--- src/rtl/json_rx_pkg.sv ---
// Shared definitions for the robot-base JSON serial link: parser states, key ids, ASCII codes.
package json_rx_pkg;

  localparam int unsigned VAL_W = 16;

  typedef enum logic [3:0] {
    P_IDLE, P_KEY_Q, P_KEY, P_KEY_END, P_COLON,
    P_VAL_SIGN, P_INT, P_FRAC, P_EOL, P_DRAIN
  } parse_state_e;

  typedef enum logic [1:0] {KEY_T, KEY_L, KEY_R, KEY_OTHER} key_id_e;

  localparam logic [7:0] ASCII_LBRACE = 8'h7B;
  localparam logic [7:0] ASCII_RBRACE = 8'h7D;
  localparam logic [7:0] ASCII_QUOTE  = 8'h22;
  localparam logic [7:0] ASCII_COLON  = 8'h3A;
  localparam logic [7:0] ASCII_COMMA  = 8'h2C;
  localparam logic [7:0] ASCII_PERIOD = 8'h2E;
  localparam logic [7:0] ASCII_MINUS  = 8'h2D;
  localparam logic [7:0] ASCII_DIGIT0 = 8'h30;
  localparam logic [7:0] ASCII_DIGIT9 = 8'h39;
  localparam logic [7:0] ASCII_LF     = 8'h0A;
  localparam logic [7:0] ASCII_CR     = 8'h0D;
  localparam logic [7:0] ASCII_SPACE  = 8'h20;

  function automatic logic is_digit(input logic [7:0] c);
    return (c >= ASCII_DIGIT0) && (c <= ASCII_DIGIT9);
  endfunction

  function automatic logic is_letter(input logic [7:0] c);
    return ((c >= 8'h41) && (c <= 8'h5A)) || ((c >= 8'h61) && (c <= 8'h7A));
  endfunction

endpackage

--- src/rtl/uart_rx.sv ---
// 8N1-style UART receiver: 2-FF synchroniser, falling-edge start detect, mid-bit sampling.
module uart_rx #(
  parameter int unsigned CLKS_PER_BIT = 434,
  parameter int unsigned BITS_N       = 8
) (
  input  logic              clk,
  input  logic              rst_n,
  input  logic              uart_in,
  output logic [BITS_N-1:0] data_rx,
  output logic              rx_valid,
  output logic              rx_err
);

  localparam int unsigned CNT_W = $clog2(CLKS_PER_BIT + 1);
  localparam int unsigned BIT_W = $clog2(BITS_N + 1);
  localparam logic [CNT_W-1:0] HALF = CNT_W'(CLKS_PER_BIT / 2 - 1);
  localparam logic [CNT_W-1:0] FULL = CNT_W'(CLKS_PER_BIT - 1);

  typedef enum logic [1:0] {RX_IDLE, RX_START, RX_DATA, RX_STOP} rx_state_e;

  rx_state_e         state_q, state_d;
  logic [2:0]        sync_q;
  logic [CNT_W-1:0]  cnt_q, cnt_d;
  logic [BIT_W-1:0]  bit_q, bit_d;
  logic [BITS_N-1:0] shreg_q, shreg_d, data_q, data_d;
  logic              valid_q, valid_d, err_q, err_d;
  logic              line_c, fall_c;

  assign line_c   = sync_q[1];
  // Edge-triggered start so a line held low after a bad stop bit cannot retrigger.
  assign fall_c   = sync_q[2] & ~sync_q[1];
  assign data_rx  = data_q;
  assign rx_valid = valid_q;
  assign rx_err   = err_q;

  always_ff @(posedge clk or negedge rst_n) begin
    if (!rst_n) begin
      state_q <= RX_IDLE;
      sync_q  <= 3'b111;
      cnt_q   <= '0;
      bit_q   <= '0;
      shreg_q <= '0;
      data_q  <= '0;
      valid_q <= 1'b0;
      err_q   <= 1'b0;
    end else begin
      state_q <= state_d;
      sync_q  <= {sync_q[1:0], uart_in};
      cnt_q   <= cnt_d;
      bit_q   <= bit_d;
      shreg_q <= shreg_d;
      data_q  <= data_d;
      valid_q <= valid_d;
      err_q   <= err_d;
    end
  end

  always_comb begin
    state_d = state_q;
    cnt_d   = cnt_q + CNT_W'(1);
    bit_d   = bit_q;
    shreg_d = shreg_q;
    data_d  = data_q;
    valid_d = 1'b0;
    err_d   = 1'b0;
    case (state_q)
      RX_IDLE: begin
        cnt_d = '0;
        if (fall_c) state_d = RX_START;
      end
      RX_START: begin
        if (cnt_q == HALF) begin
          cnt_d   = '0;
          bit_d   = '0;
          state_d = line_c ? RX_IDLE : RX_DATA;
        end
      end
      RX_DATA: begin
        if (cnt_q == FULL) begin
          cnt_d   = '0;
          shreg_d = {line_c, shreg_q[BITS_N-1:1]};
          if (bit_q == BIT_W'(BITS_N - 1)) state_d = RX_STOP;
          else bit_d = bit_q + BIT_W'(1);
        end
      end
      RX_STOP: begin
        if (cnt_q == FULL) begin
          state_d = RX_IDLE;
          if (line_c) begin
            valid_d = 1'b1;
            data_d  = shreg_q;
          end else begin
            err_d = 1'b1;
          end
        end
      end
      default: state_d = RX_IDLE;
    endcase
  end

endmodule

--- src/rtl/json_feedback_receiver.sv ---
// Receive side of the base JSON link: parses {"T":n,"L":x.y,"R":x.y}\n frames into registered fields.
// Optional idle-gap abort of partial frames is enabled by defining JSON_RX_TIMEOUT_EN.
module json_feedback_receiver
  import json_rx_pkg::*;
#(
  parameter int unsigned CLKS_PER_BIT    = 50_000_000 / 115_200,
  parameter int unsigned BITS_N          = 8,
  parameter int unsigned MAX_FRAME_BYTES = 64
`ifdef JSON_RX_TIMEOUT_EN
  , parameter int unsigned TIMEOUT_CLKS  = 500_000
`endif
) (
  input  logic             clk,
  input  logic             rst_n,
  input  logic             uart_in,
  output logic             frame_valid,
  output logic [VAL_W-1:0] t_code,
  output logic [VAL_W-1:0] l_val,
  output logic [VAL_W-1:0] r_val,
  output logic             frame_error,
  output logic             busy
);

  localparam int unsigned CNT_W = $clog2(MAX_FRAME_BYTES + 2);
  localparam int unsigned ACC_W = VAL_W + 4;
  localparam logic [ACC_W-1:0] U_MAX = ACC_W'(16'hFFFF);
  localparam logic [ACC_W-1:0] S_MAX = ACC_W'(16'h7FFF);

  logic [1:0]        rst_sync_q;
  logic              rst_int_n;
  logic [BITS_N-1:0] rx_data;
  logic              rx_valid, rx_err;

  parse_state_e     state_q, state_d;
  key_id_e          key_q, key_d;
  logic             neg_q, neg_d, frac_seen_q, frac_seen_d;
  logic [VAL_W-1:0] acc_q, acc_d;
  logic [3:0]       frac_q, frac_d;
  logic [VAL_W-1:0] t_p_q, t_p_d, l_p_q, l_p_d, r_p_q, r_p_d;
  logic             t_seen_q, t_seen_d, l_seen_q, l_seen_d, r_seen_q, r_seen_d;
  logic [CNT_W-1:0] cnt_q, cnt_d;
  logic [VAL_W-1:0] t_code_q, t_code_d, l_val_q, l_val_d, r_val_q, r_val_d;
  logic             fv_q, fv_d, fe_q, fe_d, busy_q, busy_d;
  logic             err_c, commit_c;
  logic [7:0]       byte_c;
  logic [3:0]       digit_c;
  logic [ACC_W-1:0] acc_mul_c, mag_c;
  logic [VAL_W-1:0] acc_sat_c, mag_sat_c, sval_c;

`ifdef JSON_RX_TIMEOUT_EN
  localparam int unsigned TMR_W = $clog2(TIMEOUT_CLKS + 1);
  logic [TMR_W-1:0] tmr_q, tmr_d;
`endif

  // Reset asserts asynchronously and releases two clocks later.
  always_ff @(posedge clk or negedge rst_n) begin
    if (!rst_n) rst_sync_q <= 2'b00;
    else        rst_sync_q <= {rst_sync_q[0], 1'b1};
  end
  assign rst_int_n = rst_sync_q[1];

  uart_rx #(.CLKS_PER_BIT(CLKS_PER_BIT), .BITS_N(BITS_N)) u_uart_rx (
    .clk     (clk),
    .rst_n   (rst_int_n),
    .uart_in (uart_in),
    .data_rx (rx_data),
    .rx_valid(rx_valid),
    .rx_err  (rx_err)
  );

  // Saturating decimal accumulate and signed tenths value for the commit path.
  always_comb begin
    byte_c    = 8'(rx_data);
    digit_c   = 4'(byte_c - ASCII_DIGIT0);
    acc_mul_c = ACC_W'(acc_q) * ACC_W'(10) + ACC_W'(digit_c);
    acc_sat_c = (acc_mul_c > U_MAX) ? 16'hFFFF : acc_mul_c[VAL_W-1:0];
    mag_c     = ACC_W'(acc_q) * ACC_W'(10) + ACC_W'(frac_q);
    mag_sat_c = (mag_c > S_MAX) ? 16'h7FFF : mag_c[VAL_W-1:0];
    sval_c    = neg_q ? (VAL_W'(0) - mag_sat_c) : mag_sat_c;
  end

  always_ff @(posedge clk or negedge rst_int_n) begin
    if (!rst_int_n) begin
      state_q <= P_IDLE;   key_q <= KEY_OTHER;
      neg_q <= 1'b0;       frac_seen_q <= 1'b0;
      acc_q <= '0;         frac_q <= '0;
      t_p_q <= '0;         l_p_q <= '0;        r_p_q <= '0;
      t_seen_q <= 1'b0;    l_seen_q <= 1'b0;   r_seen_q <= 1'b0;
      cnt_q <= '0;
      t_code_q <= '0;      l_val_q <= '0;      r_val_q <= '0;
      fv_q <= 1'b0;        fe_q <= 1'b0;       busy_q <= 1'b0;
`ifdef JSON_RX_TIMEOUT_EN
      tmr_q <= '0;
`endif
    end else begin
      state_q <= state_d;  key_q <= key_d;
      neg_q <= neg_d;      frac_seen_q <= frac_seen_d;
      acc_q <= acc_d;      frac_q <= frac_d;
      t_p_q <= t_p_d;      l_p_q <= l_p_d;     r_p_q <= r_p_d;
      t_seen_q <= t_seen_d; l_seen_q <= l_seen_d; r_seen_q <= r_seen_d;
      cnt_q <= cnt_d;
      t_code_q <= t_code_d; l_val_q <= l_val_d; r_val_q <= r_val_d;
      fv_q <= fv_d;        fe_q <= fe_d;       busy_q <= busy_d;
`ifdef JSON_RX_TIMEOUT_EN
      tmr_q <= tmr_d;
`endif
    end
  end

  always_comb begin
    state_d = state_q;   key_d = key_q;
    neg_d = neg_q;       frac_seen_d = frac_seen_q;
    acc_d = acc_q;       frac_d = frac_q;
    t_p_d = t_p_q;       l_p_d = l_p_q;        r_p_d = r_p_q;
    t_seen_d = t_seen_q; l_seen_d = l_seen_q;  r_seen_d = r_seen_q;
    cnt_d = cnt_q;
    t_code_d = t_code_q; l_val_d = l_val_q;    r_val_d = r_val_q;
    fv_d = 1'b0;         fe_d = 1'b0;
    err_c = 1'b0;        commit_c = 1'b0;
    case (state_q)
      P_IDLE: begin
        if (rx_valid && byte_c == ASCII_LBRACE) begin
          state_d = P_KEY_Q; cnt_d = '0;
          t_seen_d = 1'b0;   l_seen_d = 1'b0; r_seen_d = 1'b0;
        end
      end
      P_DRAIN: if (rx_valid && byte_c == ASCII_LF) state_d = P_IDLE;
      default: begin
        if (rx_valid || rx_err) cnt_d = cnt_q + CNT_W'(1);
        if (rx_err || (rx_valid && cnt_q == CNT_W'(MAX_FRAME_BYTES))) begin
          err_c = 1'b1;
        end else if (rx_valid && !(byte_c == ASCII_SPACE && !(state_q inside {P_INT, P_FRAC}))) begin
          case (state_q)
            P_KEY_Q:   if (byte_c == ASCII_QUOTE) state_d = P_KEY; else err_c = 1'b1;
            P_KEY: begin
              if (is_letter(byte_c)) begin
                state_d = P_KEY_END;
                key_d = (byte_c == 8'h54) ? KEY_T : (byte_c == 8'h4C) ? KEY_L :
                        (byte_c == 8'h52) ? KEY_R : KEY_OTHER;
              end else err_c = 1'b1;
            end
            P_KEY_END: if (byte_c == ASCII_QUOTE) state_d = P_COLON; else err_c = 1'b1;
            P_COLON: begin
              if (byte_c == ASCII_COLON) begin
                state_d = P_VAL_SIGN; neg_d = 1'b0; acc_d = '0;
                frac_d = '0;          frac_seen_d = 1'b0;
              end else err_c = 1'b1;
            end
            P_VAL_SIGN: begin
              if (byte_c == ASCII_MINUS && !neg_q) neg_d = 1'b1;
              else if (is_digit(byte_c)) begin
                acc_d = VAL_W'(digit_c); state_d = P_INT;
              end else err_c = 1'b1;
            end
            P_INT, P_FRAC: begin
              if (is_digit(byte_c)) begin
                if (state_q == P_INT) acc_d = acc_sat_c;
                else if (!frac_seen_q) begin
                  frac_d = digit_c; frac_seen_d = 1'b1;
                end
              end else if (byte_c == ASCII_PERIOD && state_q == P_INT) state_d = P_FRAC;
              else if (byte_c == ASCII_COMMA)  begin commit_c = 1'b1; state_d = P_KEY_Q; end
              else if (byte_c == ASCII_RBRACE) begin commit_c = 1'b1; state_d = P_EOL; end
              else err_c = 1'b1;
            end
            P_EOL: begin
              if (byte_c == ASCII_LF && t_seen_q) begin
                fv_d = 1'b1;  state_d = P_IDLE;  t_code_d = t_p_q;
                if (l_seen_q) l_val_d = l_p_q;
                if (r_seen_q) r_val_d = r_p_q;
              end else if (byte_c != ASCII_CR) err_c = 1'b1;
            end
            default: err_c = 1'b1;
          endcase
        end
      end
    endcase
    if (commit_c) begin
      case (key_q)
        KEY_T:   begin t_p_d = acc_q;  t_seen_d = 1'b1; end
        KEY_L:   begin l_p_d = sval_c; l_seen_d = 1'b1; end
        KEY_R:   begin r_p_d = sval_c; r_seen_d = 1'b1; end
        default: ;
      endcase
    end
    // A terminating LF that is itself the offending byte ends the frame outright.
    if (err_c) begin
      fe_d    = 1'b1;
      state_d = (rx_valid && byte_c == ASCII_LF) ? P_IDLE : P_DRAIN;
    end
`ifdef JSON_RX_TIMEOUT_EN
    tmr_d = tmr_q + TMR_W'(1);
    if (state_q == P_IDLE || rx_valid || rx_err) tmr_d = '0;
    else if (tmr_q == TMR_W'(TIMEOUT_CLKS - 1)) begin
      tmr_d   = '0;
      fe_d    = (state_q != P_DRAIN);
      state_d = P_IDLE;
    end
`endif
    busy_d = !(state_d inside {P_IDLE, P_DRAIN});
  end

  assign frame_valid = fv_q;
  assign frame_error = fe_q;
  assign busy        = busy_q;
  assign t_code      = t_code_q;
  assign l_val       = l_val_q;
  assign r_val       = r_val_q;

endmodule

--- config.mk ---
export PLATFORM = sky130hd
export DESIGN_NAME = json_feedback_receiver
export DESIGN_NICKNAME = d
export VERILOG_FILES = /design/src/rtl/json_rx_pkg.sv /design/src/rtl/uart_rx.sv /design/src/rtl/json_feedback_receiver.sv
export SDC_FILE = /design/constraint.sdc
export NUM_CORES = 1
export LEC_CHECK = 0
export ABC_AREA = 1
export BUFFER_PORTS_ARGS = -buffer_cell sky130_fd_sc_hd__buf_2
export CAP_MARGIN = 20
export CORE_UTILIZATION = 45
export CTS_CLUSTER_DIAMETER = 150
export DETAILED_ROUTE_END_ITERATION = 10
export SETUP_SLACK_MARGIN = 0.05
export SLEW_MARGIN = 20
export SYNTH_ARGS = -nofsm -noshare
export SYNTH_HDL_FRONTEND = slang
export SYNTH_SLANG_ARGS = --single-unit
--- constraint.sdc ---
create_clock -name clk -period 11.01 [get_ports clk]
set_input_delay 0 -clock clk [delete_from_list [all_inputs] [get_ports clk]]
set_output_delay 0 -clock clk [all_outputs]
set_load 0.01 [all_outputs]
==> results of run 1 <==
[placed cells by master, fill, tap and decap left out, types with 3 or more instances in the layout]
cell type | netlist | final
nand2_1 | 341 | 341
inv_1 | 170 | 170
dfrtp_1 | 170 | 169
nor2_1 | 102 | 102
o21ai_0 | 82 | 82
nand3_1 | 80 | 80
buf_2 | 4 | 53
a21oi_1 | 41 | 41
ha_1 | 41 | 41
mux2_2 | 28 | 28
nand4_1 | 24 | 24
xor2_1 | 20 | 20
nor3_1 | 19 | 19
inv_2 | 18 | 18
clkbuf_16 | 0 | 17
o21ai_1 | 11 | 11
nor2_2 | 10 | 10
nand2_2 | 9 | 9
nor2_4 | 6 | 6
o22ai_1 | 6 | 6
clkinv_8 | 0 | 6
nor4_1 | 5 | 5
o31ai_1 | 5 | 5
a31oi_1 | 5 | 5
inv_8 | 0 | 5
dfstp_2 | 5 | 5
nand3_2 | 4 | 4
xnor2_1 | 4 | 4
buf_4 | 1 | 4
o21bai_1 | 3 | 3
a221oi_1 | 3 | 3
a22oi_1 | 3 | 3
nand3b_1 | 3 | 3
fa_1 | 3 | 3
inv_6 | 0 | 3
dlygate4sd3_1 | 0 | 3
[synth_stat cells, types with 2 or more instances]
| cell | instances |
|---|---|
| fa_1 | 3 |
| o21ai_0 | 82 |
| nor3_1 | 19 |
| nand2_2 | 9 |
| nor4_1 | 5 |
| nand3_2 | 4 |
| o21ai_1 | 11 |
| o22ai_1 | 6 |
| nand2_1 | 341 |
| o21bai_1 | 3 |
| dfrtp_1 | 170 |
| a22oi_1 | 3 |
| and2_1 | 2 |
| a2111oi_0 | 2 |
| clkbuf_1 | 13 |
| a32o_1 | 2 |
| buf_2 | 4 |
| or2_2 | 2 |
| a21oi_1 | 41 |
| a31oi_1 | 5 |
| inv_1 | 170 |
| nor2_2 | 10 |
| o211ai_1 | 2 |
| ha_1 | 41 |
| nor2_1 | 102 |
| mux2_2 | 28 |
| nand3_1 | 80 |
| nor2_4 | 6 |
| nand3b_1 | 3 |
| o31ai_1 | 5 |
| nand4_1 | 24 |
| inv_2 | 18 |
| dfstp_2 | 5 |
| xnor2_1 | 4 |
| xor2_1 | 20 |
| a221oi_1 | 3 |
[per-layer routing]
layer	track usage (%)	vias to the layer above	part of all wire, %
met2	36.96	174	46
met5	0	-	0
met4	6.050	0	1.7
met3	2.982	36	3.2
li1	-	4260	-
met1	29.24	3885	49
[power breakdown]
part	switching (mW)	internal [mW]	leakage, nW	total [mW]
registers	0.0137	0.655	2.42	0.669
logic	0.0521	0.0233	3.28	0.0755
clock network	0.308	0.311	0.299	0.618
[path summary, 6_finish.rpt]
path / startpoint / end / slack, ps / cells after the start
max in group asynchronous: rst_sync_q[1]$_DFF_PN0_ / r_val[0]$_DFFE_PN0P_ / 9390 / 1
worst max-delay path: acc_q[1]$_DFFE_PN0P_ / r_p_q[14]$_DFFE_PN0P_ / 6450 / 26
worst min register to register: rst_sync_q[1]$_DFF_PN0_ / acc_q[6]$_DFFE_PN0P_ / 340 / 0
worst max register to register: acc_q[1]$_DFFE_PN0P_ / r_p_q[14]$_DFFE_PN0P_ / 6450 / 26
min in group asynchronous: rst_sync_q[1]$_DFF_PN0_ / acc_q[6]$_DFFE_PN0P_ / 340 / 0
worst min-delay path: uart_in / u_uart_rx.sync_q[0]$_DFF_PN1_ / 210 / 2
[stage by stage]
stage               cell area (sq um)  cells  hold WS [ps]  power (mW)
finish                          11250   1626         209.8       1.363
global route                    11250   1626         208.0       1.413
CTS                             11250   1626         190.6       1.378
detailed placement              10600   1591        -209.9      0.7579
global placement                10600   1591        -213.3      0.7565
floorplan                       10050   1274        -295.6      0.7381
[sequential cells by signal (all words and copies together), names as in the netlist, 2 cells and up, named ones only]
signal / flops
u_uart_rx.bit_q: 4
frac_q: 4
rst_sync_q: 2
u_uart_rx.cnt_q: 9
t_p_q: 16
cnt_q: 7
state_q: 4
u_uart_rx.data_rx: 8
u_uart_rx.shreg_q: 8
r_p_q: 16
u_uart_rx.sync_q: 3
acc_q: 16
l_val: 16
r_val: 16
key_q: 2
t_code: 16
l_p_q: 16
[kinds of logic after synthesis]
group / count (synthesis)
compound gates: 177
xor+xnor: 26
fa+ha+maj: 44
buf+inv: 210
flops: 175
mux: 28
other cells: 1
simple gates: 613
[worst reg2reg max path, stage by stage (launching register included)]
cell,delay (ps)
dfrtp_1,480
ha_1,340
ha_1,250
fa_1,480
nand2_1,100
nand2_1,70
nand3_1,90
nand2_2,110
xor2_4,240
nand2_1,110
nor2_1,190
nand4_1,110
nand2_1,110
nand3_2,110
nor2_8,230
inv_4,110
nor2_1,200
ha_1,180
inv_1,50
nor2_1,90
nand3_1,80
nand2_1,140
nand3_2,160
nor2_4,140
nand4_1,120
nand3_1,110
nand2_1,50
[layout make-up]
class                   instances  area [sq um]  share of cell area [%]
repair buffers                 60         325.3                   2.892
clock buffers                  17         425.4                   3.782
well taps                     280         350.3                   3.115
flip-flops and latches        175          4389                   39.02
multi-input cells             889          4853                   43.15
inverters                     190         715.7                   6.363
clock inverters                15         188.9                   1.680
==> flow_summary.toml, run 1 <==
[outcome]
outcome = "complete, no violations"

[synth]
synthMuxAreaShare_pct = 3.139
ys_seq_area_share_pct = 43.65
synth_xor_area_share_pct = 2.528
synth_top_cell_by_area = "dfrtp_1"
synth_area_sq_mm = 0.01005
synth-adder-area-share_pct = 5.704
synth_edf_count = 0
async_reset_ff_share_pct = 100.0
synth-simple-area-share_pct = 26.82
synthCells = 1274
ys.flop_type = "dfrtp_1"
yosys_warnings = 0
synth_top_area_share_pct = 42.35
synthTopCellsByArea = "dfrtp_1, nand2_1, inv_1"
avgSynthCellArea_sq_um = 7.885
ys_types = 62
syn_nets = 1321
synth_top_family_by_area = "simple AND/OR/NAND/NOR gates"
synth_compound_area_share_pct = 10.09
ys_ff_latch = 175

[placement]
io_buffers = 53
place_congestion = 0.9298
dp_slack_ps = 6484
place_hpwl_um = 17960

[die]
core_sq_mm = 0.02182
dieArea_sq_mm = 0.02293
rows = 54
die_w_um = 151.4
initial_core_util_pct = 46.03
die_height_um = 151.4
io_pins = 54

[setup_path]
critPathRequiredTime_ps = 11330
critPathSlowestCell = "dfrtp_1"
crit_top_cell = "nand2_1"
cp.arrival_ps = 4880
cp_max_fo = 14
cp.buffers_inverters = 2
critPathKind = "register to register"
critPathTopFamily = "simple AND/OR/NAND/NOR gates"
critPathMaxStageDelay_ps = 480
critPathLaunchType = "register"
worst_setup_path_end_kind = "register"

[sta]
fin_crit_sh_pct = 41.44
finalSetupViolCount = 0
period_needed_ps = 4562
slew_viol_final = 0
skew_ps = 15.80
timing.final.ws_setup_ps = 6448
fin_setup_tns_ps = 0
timing.fmax_mhz = 219.2
hold_viol_final = 0
max_slew.worst_pin.slew_ps = 1003
grt_setup_unrepaired = "false"
maxSlewHeadroom_pct = 32.98

[grt]
grt_overflow = 0
grt_max_degree = 70
first_global_vias = 7998
globalRouteTotalUtil_pct = 21.91
grt_pass1_wl_um = 39340
antenna_found_initial = 0

[cts]
cts.htree.levels = 4
cts_tree = "yes"
cts_setup_buffers = 0
cts_root_buf = "clkbuf_16"
clk_latency_ps = 440
numCtsBuffers = 17
postCtsHoldBufs = 3
clk_pin_slew_ps = 70
cts_resized = 0
clock_sinks = 175
cts_buffer_depth = 2

[run]
maxCapViolCount = 0

[routing]
final_antenna_net_count = 0
drc = 0
routed_wirelength_um = 23650
drt_iter0_markers = 537
firstDrtPassIters = 5
route.detailed.wl_per_inst_um = 14.55
routed-via-count = 8355
viasPerCell = 5.138

[final_layout]
layout-drive-gt1-share_pct = 13.45
nets = 1380
final_core_util_pct = 51.54
insertedDiodeCount = 0
areaGrowthSynthToFinish_pct = 11.97
nFillCells = 2101

[hold_path]
hold_path_class = "input port to register"

[power]
p_leak_nw = 5.999
ir_worst_vdd_mv = 0.09332
power.density_mw_per_mm2 = 121.1
Note: power is estimated with default switching activity, not from simulation.
==> run 2: changes to the inputs <==
--- a/config.mk
+++ b/config.mk
@@ -5,7 +5,7 @@
 export SDC_FILE = /design/constraint.sdc
 export NUM_CORES = 1
 export LEC_CHECK = 0
-export ABC_AREA = 1
+export ABC_AREA = 0
 export BUFFER_PORTS_ARGS = -buffer_cell sky130_fd_sc_hd__buf_2
 export CAP_MARGIN = 20
 export CORE_UTILIZATION = 45
==> constraint.sdc (replaced) <==
create_clock -name clk -period 4.45 [get_ports clk]
set_input_delay 0 -clock clk [delete_from_list [all_inputs] [get_ports clk]]
set_output_delay 0 -clock clk [all_outputs]
set_load 0.01 [all_outputs]
==> flow_summary.toml, run 2 <==
[cts]
clk_pin_slew_ps = 70
cts.htree.levels = 4
cts_root_buf = "clkbuf_16"
clk_latency_ps = 440
clock_sinks = 175
cts_tree = "yes"
numCtsBuffers = 17
cts_buffer_depth = 2

[synth]
synth_commonest_cells = "dfrtp_1, nand2_1, mux2_2"
synthMuxAreaShare_pct = 10.36
yosys_warnings = 0
avgSynthCellArea_sq_um = 10.12
synthCells = 959
async_reset_ff_share_pct = 100.0
synth_top_family_by_area = "simple AND/OR/NAND/NOR gates"
synth_compound_area_share_pct = 14.86
synth_edf_count = 0
synth_top_cell_by_area = "dfrtp_1"
ys_types = 71
ys.flop_type = "dfrtp_1"
ys_ff_latch = 175
synth-adder-area-share_pct = 5.904
synth_xor_area_share_pct = 4.318
synthTopCellsByArea = "dfrtp_1, mux2_2, ha_1"
synth_area_sq_mm = 0.009707
ys_seq_area_share_pct = 45.18
synth.most_common_cell = "dfrtp_1"
synth_top_area_share_pct = 43.83
syn_nets = 1006
synth-simple-area-share_pct = 16.86

[final_layout]
nFillCells = 1874
layout_common_cells = "dfrtp_1, nand2_1, buf_4"
layout_commonest_cell = "dfrtp_1"
layout-drive-gt1-share_pct = 29.31
insertedDiodeCount = 0
final_core_util_pct = 55.62
nets = 1136
instances_no_fill = 1377
areaGrowthSynthToFinish_pct = 20.84

[die]
dieArea_sq_mm = 0.02216
io_pins = 54
die_height_um = 148.9
rows = 53
die_w_um = 148.9
core_sq_mm = 0.02109
initial_core_util_pct = 46.03

[placement]
dp.cells = 1335
io_buffers = 53
place_congestion = 0.8496
place_hpwl_um = 15650

[sta]
timing.fmax_mhz = 210.5
whs_ps = 207.5
hold_viol_final = 0
grt_setup_unrepaired = "true"
finalSetupViolCount = 6
max_slew.worst_pin.slew_ps = 791.5
fin_crit_sh_pct = 106.7
slew_viol_final = 0
period_needed_ps = 4750
skew_ps = 13.61
maxSlewHeadroom_pct = 47.23
fin_setup_tns_ps = -1314
timing.final.ws_setup_ps = -299.9

[power]
finalPower_mw = 3.296
ir_worst_vdd_mv = 0.2354
p_leak_nw = 5.804
power.density_mw_per_mm2 = 281.0

[routing]
dr_wl_met3_um = 726
route.detailed.wl_per_inst_um = 16.07
drc = 0
routed.top_layer = "met4"
routed_wirelength_um = 22130
final_antenna_net_count = 0
drt_iter0_markers = 462
firstDrtPassIters = 5
viasPerCell = 5.548
met1_length_um = 11390
wl_met2_um = 9704
routed-via-count = 7640

[setup_path]
reg2reg_slack_ps = -300
r2r_cells = 20
critPathKind = "register to register"
critPathLaunchType = "register"
critPathMaxStageDelay_ps = 440
worst_setup_path_end_kind = "register"
critPathTopFamily = "simple AND/OR/NAND/NOR gates"
r2r_end = "r_p_q[14]$_DFFE_PN0P_"
critPathSlowestCell = "or4_4"
critPathRequiredTime_ps = 4790
crit_top_cell = "ha_4"
rr_startpoint = "acc_q[1]$_DFFE_PN0P_"
cp.buffers_inverters = 0
cp_max_fo = 3
critical_path_depth = 20
cp_cell_sequence = "ha_4 > ha_4 > fa_2 > xnor2_2 > or4_4 > a211oi_4 > nand4_4 > nor4_4 > nand4_1 > or2_4 > a211o_1 > nor2_1 > ha_2 > nand3_2 > a311o_1 > a2111oi_4 > nand3_1 > nand2_1 > a21oi_2 > o31ai_1"
cp.arrival_ps = 5090

[run]
maxCapViolCount = 0

[grt]
first_global_vias = 7219
grt_pass1_wl_um = 36720
globalRouteTotalUtil_pct = 20.95
antenna_found_initial = 0
grt_max_degree = 114
grt_overflow = 0

[outcome]
outcome = "finished, violations left"
violations = "negative setup slack"

[hold_path]
hold_path_class = "input port to register"
whs_endpoint = "u_uart_rx.sync_q[0]$_DFF_PN1_"
min_from = "uart_in"
whs_path_depth = 2
run 2: logic make-up (layout without fill, tap and decap cells):
logic type	count (synthesis)	after routing
adder cells (fa/ha/maj)	44	44
buffers and inverters	59	202
flip-flops	175	175
AND/OR/NAND/NOR	328	328
XOR/XNOR	47	47
multiplexers	90	90
AO/OA/AOI/OAI	215	215
other	1	1
run 2: final cells by class:
| class | instances | area, sq um | share of cell area, % |
|---|---|---|---|
| multi-input combinational | 725 | 5324 | 45.39 |
| sequential | 175 | 4390 | 37.43 |
| clock inverter | 14 | 155.1 | 1.323 |
| clock buffer | 18 | 439.2 | 3.744 |
| inverter | 23 | 86.33 | 0.7360 |
| tap | 275 | 344.1 | 2.933 |
| timing repair buffer | 147 | 991.0 | 8.448 |
run 2: stage by stage:
stage	area, sq um	worst slack, ps
after detailed placement	10900	-588.2
after floorplan	9774	-404.2
final	11730	-299.9
after global routing	11730	-542.8
after global placement	10900	-427.1
after CTS	11610	-407.9
run 2: timing repair:
action / CTS / global route
gates resized for setup: 14 / 16
setup buffers: 4 / 5
hold buffers: 3 / 0
endpoints found under the setup margin: 14 / 20
pin swaps: 9 / 11
hold endpoints to repair: 3 / 0
run 2: layer usage:
metal	track usage, %	vias up
li1	-	3758
met4	7.092	0
met1	30.94	3716
met3	2.630	23
met5	0	-
met2	31.68	143
run 2: worst max-delay path by stage:
stage                             to  slack, ps                  from
2_1_floorplan  l_p_q[14]$_DFFE_PN0P_       -400  acc_q[1]$_DFFE_PN0P_
3_3_place_gp   l_p_q[14]$_DFFE_PN0P_       -430  acc_q[2]$_DFFE_PN0P_
3_5_place_dp   l_p_q[14]$_DFFE_PN0P_       -590  acc_q[2]$_DFFE_PN0P_
4_1_cts        l_p_q[14]$_DFFE_PN0P_       -410  acc_q[1]$_DFFE_PN0P_
5_1_grt        l_p_q[14]$_DFFE_PN0P_       -540  acc_q[3]$_DFFE_PN0P_
6_report       r_p_q[14]$_DFFE_PN0P_       -300  acc_q[1]$_DFFE_PN0P_
run 2: report_power, final:
group          internal, mW  switching, mW
Clock                 0.852          0.668
Sequential             1.63         0.0536
Combinational        0.0425         0.0556
Total                  2.52          0.777
==> run 3: changes to the inputs <==
--- a/config.mk
+++ b/config.mk
@@ -8,9 +8,10 @@
 export ABC_AREA = 0
 export BUFFER_PORTS_ARGS = -buffer_cell sky130_fd_sc_hd__buf_2
 export CAP_MARGIN = 20
-export CORE_UTILIZATION = 45
+export CORE_UTILIZATION = 52
 export CTS_CLUSTER_DIAMETER = 150
 export DETAILED_ROUTE_END_ITERATION = 10
+export PLACE_DENSITY = 0.7
 export SETUP_SLACK_MARGIN = 0.05
 export SLEW_MARGIN = 20
 export SYNTH_ARGS = -nofsm -noshare
==> flow_summary.toml, run 3 (synthesis results as in run 2) <==
[grt]
grt_overflow = 0
busiest_layer = "met2"
antenna_found_initial = 0
met3_usage_pct = 3.729
grt_max_degree = 99
globalRouteTotalUtil_pct = 23.82
grtUsageMet2_pct = 36.84
grt_pass1_wl_um = 37150
first_global_vias = 7366
grt_util_met1_pct = 34.89

[final_layout]
layout_common_cells = "dfrtp_1, nand2_1, buf_4"
layout-drive-gt1-share_pct = 28.19
insertedDiodeCount = 0
nets = 1132
design_area_sq_mm = 0.01157
areaGrowthSynthToFinish_pct = 19.22
instances_no_fill = 1325
final_core_util_pct = 63.77
layout_commonest_cell = "dfrtp_1"

[sta]
timing.fmax_mhz = 208.4
finalSetupViolCount = 6
timing.final.ws_setup_ps = -347.6
slew_viol_final = 0
fin_setup_tns_ps = -1674
hold_viol_final = 0
maxSlewHeadroom_pct = 37.87
fin_crit_sh_pct = 107.8
grt_setup_unrepaired = "true"
max_slew.worst_pin.slew_ps = 927.9
period_needed_ps = 4798
skew_ps = 11.49

[die]
die_height_um = 138.6
core_sq_mm = 0.01815
initial_core_util_pct = 53.49
die_w_um = 138.6
dieArea_sq_mm = 0.01922
rows = 49
io_pins = 54

[routing]
firstDrtPassIters = 8
drc = 9
drt_iter0_markers = 468
route.detailed.wl_per_inst_um = 16.54
final_antenna_net_count = 0
routed-via-count = 7694
viasPerCell = 5.807
routed_wirelength_um = 21910

[power]
power.clock.fraction_pct = 44.2
power.density_mw_per_mm2 = 276.2
power_frac_seq_pct = 52.4
ir_worst_vdd_mv = 0.2664
switching_share_pct = 23.26
finalPower_mw = 3.197
p_comb_share_pct = 3.3
p_int_mw = 2.453
switchingPower_mw = 0.7436
p_leak_nw = 5.754

[cts]
cts_buffer_depth = 2
numCtsBuffers = 17
cts.htree.levels = 4
cts_tree = "yes"
clk_latency_ps = 430
cts_root_buf = "clkbuf_16"
clock_sinks = 175
clk_pin_slew_ps = 60

[setup_path]
worst_setup_path_end_kind = "register"
critPathKind = "register to register"
critPathLaunchType = "register"
cp_max_fo = 3
cp.arrival_ps = 5120
critPathRequiredTime_ps = 4770

[hold_path]
hold_path_class = "input port to register"

[run]
maxCapViolCount = 0

[placement]
placed_cell_area_sq_mm = 0.01081
io_buffers = 53
place_hpwl_um = 15460
dp.cells = 1285
place_congestion = 0.8861

[outcome]
violations = "design-rule violations, negative setup slack"
outcome = "finished, violations left"
==> run 3: cell count changes in the layout (fill, tap and decap cells not counted), sizes merged <==
cell / previous run / this run
buf: 144 / 140
clkinvlp: 2 / 3
inv: 28 / 26
bufinv: 2 / 1
==> run 3: routing by layer <==
metal	part of all wire (%)	routed length [um]	vias up
met5	0	0	-
met4	1.5	327	0
met3	3.9	849	24
met2	45	9857	184
met1	50	10880	3739
li1	-	-	3747
==> run 3: metrics by stage <==
| stage | worst slack (ps) | hold WS [ps] |
|---|---|---|
| global route | -597.5 | 216.9 |
| global placement | -342.8 | -212.8 |
| detailed placement | -447.8 | -205.5 |
| floorplan | -404.2 | -295.6 |
| CTS | -436.3 | 210.0 |
| finish | -347.6 | 223.3 |
==> run 3: repair_timing <==
item,in CTS,in global routing
pin swaps,9,4
resized for setup,10,9
endpoints found under the setup margin,10,25
hold buffers,3,0
setup buffers,4,2
hold endpoints to repair,3,0
==> run 3: final timing paths <==
| path | endpoint | from | cells past startpoint | slack (ps) |
|---|---|---|---|---|
| setup / recovery | l_p_q[14]$_DFFE_PN0P_ | acc_q[1]$_DFFE_PN0P_ | 20 | -350 |
| hold / removal | u_uart_rx.sync_q[0]$_DFF_PN1_ | uart_in | 2 | 220 |
| setup reg to reg | l_p_q[14]$_DFFE_PN0P_ | acc_q[1]$_DFFE_PN0P_ | 20 | -350 |
| hold reg to reg | t_code[7]$_DFFE_PN0P_ | rst_sync_q[1]$_DFF_PN0_ | 0 | 240 |
| max in group asynchronous | state_q[2]$_DFF_PN0_ | rst_sync_q[1]$_DFF_PN0_ | 1 | 3380 |
| min in group asynchronous | t_code[7]$_DFFE_PN0P_ | rst_sync_q[1]$_DFF_PN0_ | 0 | 240 |
==> run 3: power groups by stage <==
stage                     sequential [mW]  combinational (mW)  clock, mW
after CTS                            1.68              0.0977       1.44
final                                1.68               0.107       1.41
after floorplan                      1.71              0.0639          0
after global routing                 1.68               0.126       1.50
after global placement               1.71              0.0919          0
after detailed placement             1.71              0.0942          0
==> run 3: worst max-delay path, stage by stage (launching register included) <==
cell and delay [ps]:
dfrtp_2 420, ha_4 250, ha_4 160, fa_2 380, xnor2_2 150, or4_4 440
a211oi_4 280, nand4_4 140, nor4_4 170, nand4_1 210, or2_4 300, a211o_1 270
nor2_1 100, ha_2 190, nand3_2 70, a311o_1 330, a2111oi_4 260, nand3_1 120
nand2_1 130, a21oi_2 80, o31ai_1 250
==> run 3: final cells by class <==
type                    count  area [sq um]
multi-input cells         725          5278
inverters                  23         86.33
flip-flops and latches    175          4390
fillers                  1473          6575
repair buffers            143         980.9
clock buffers              18         439.2
well taps                 229         286.5
clock inverters            12         111.4
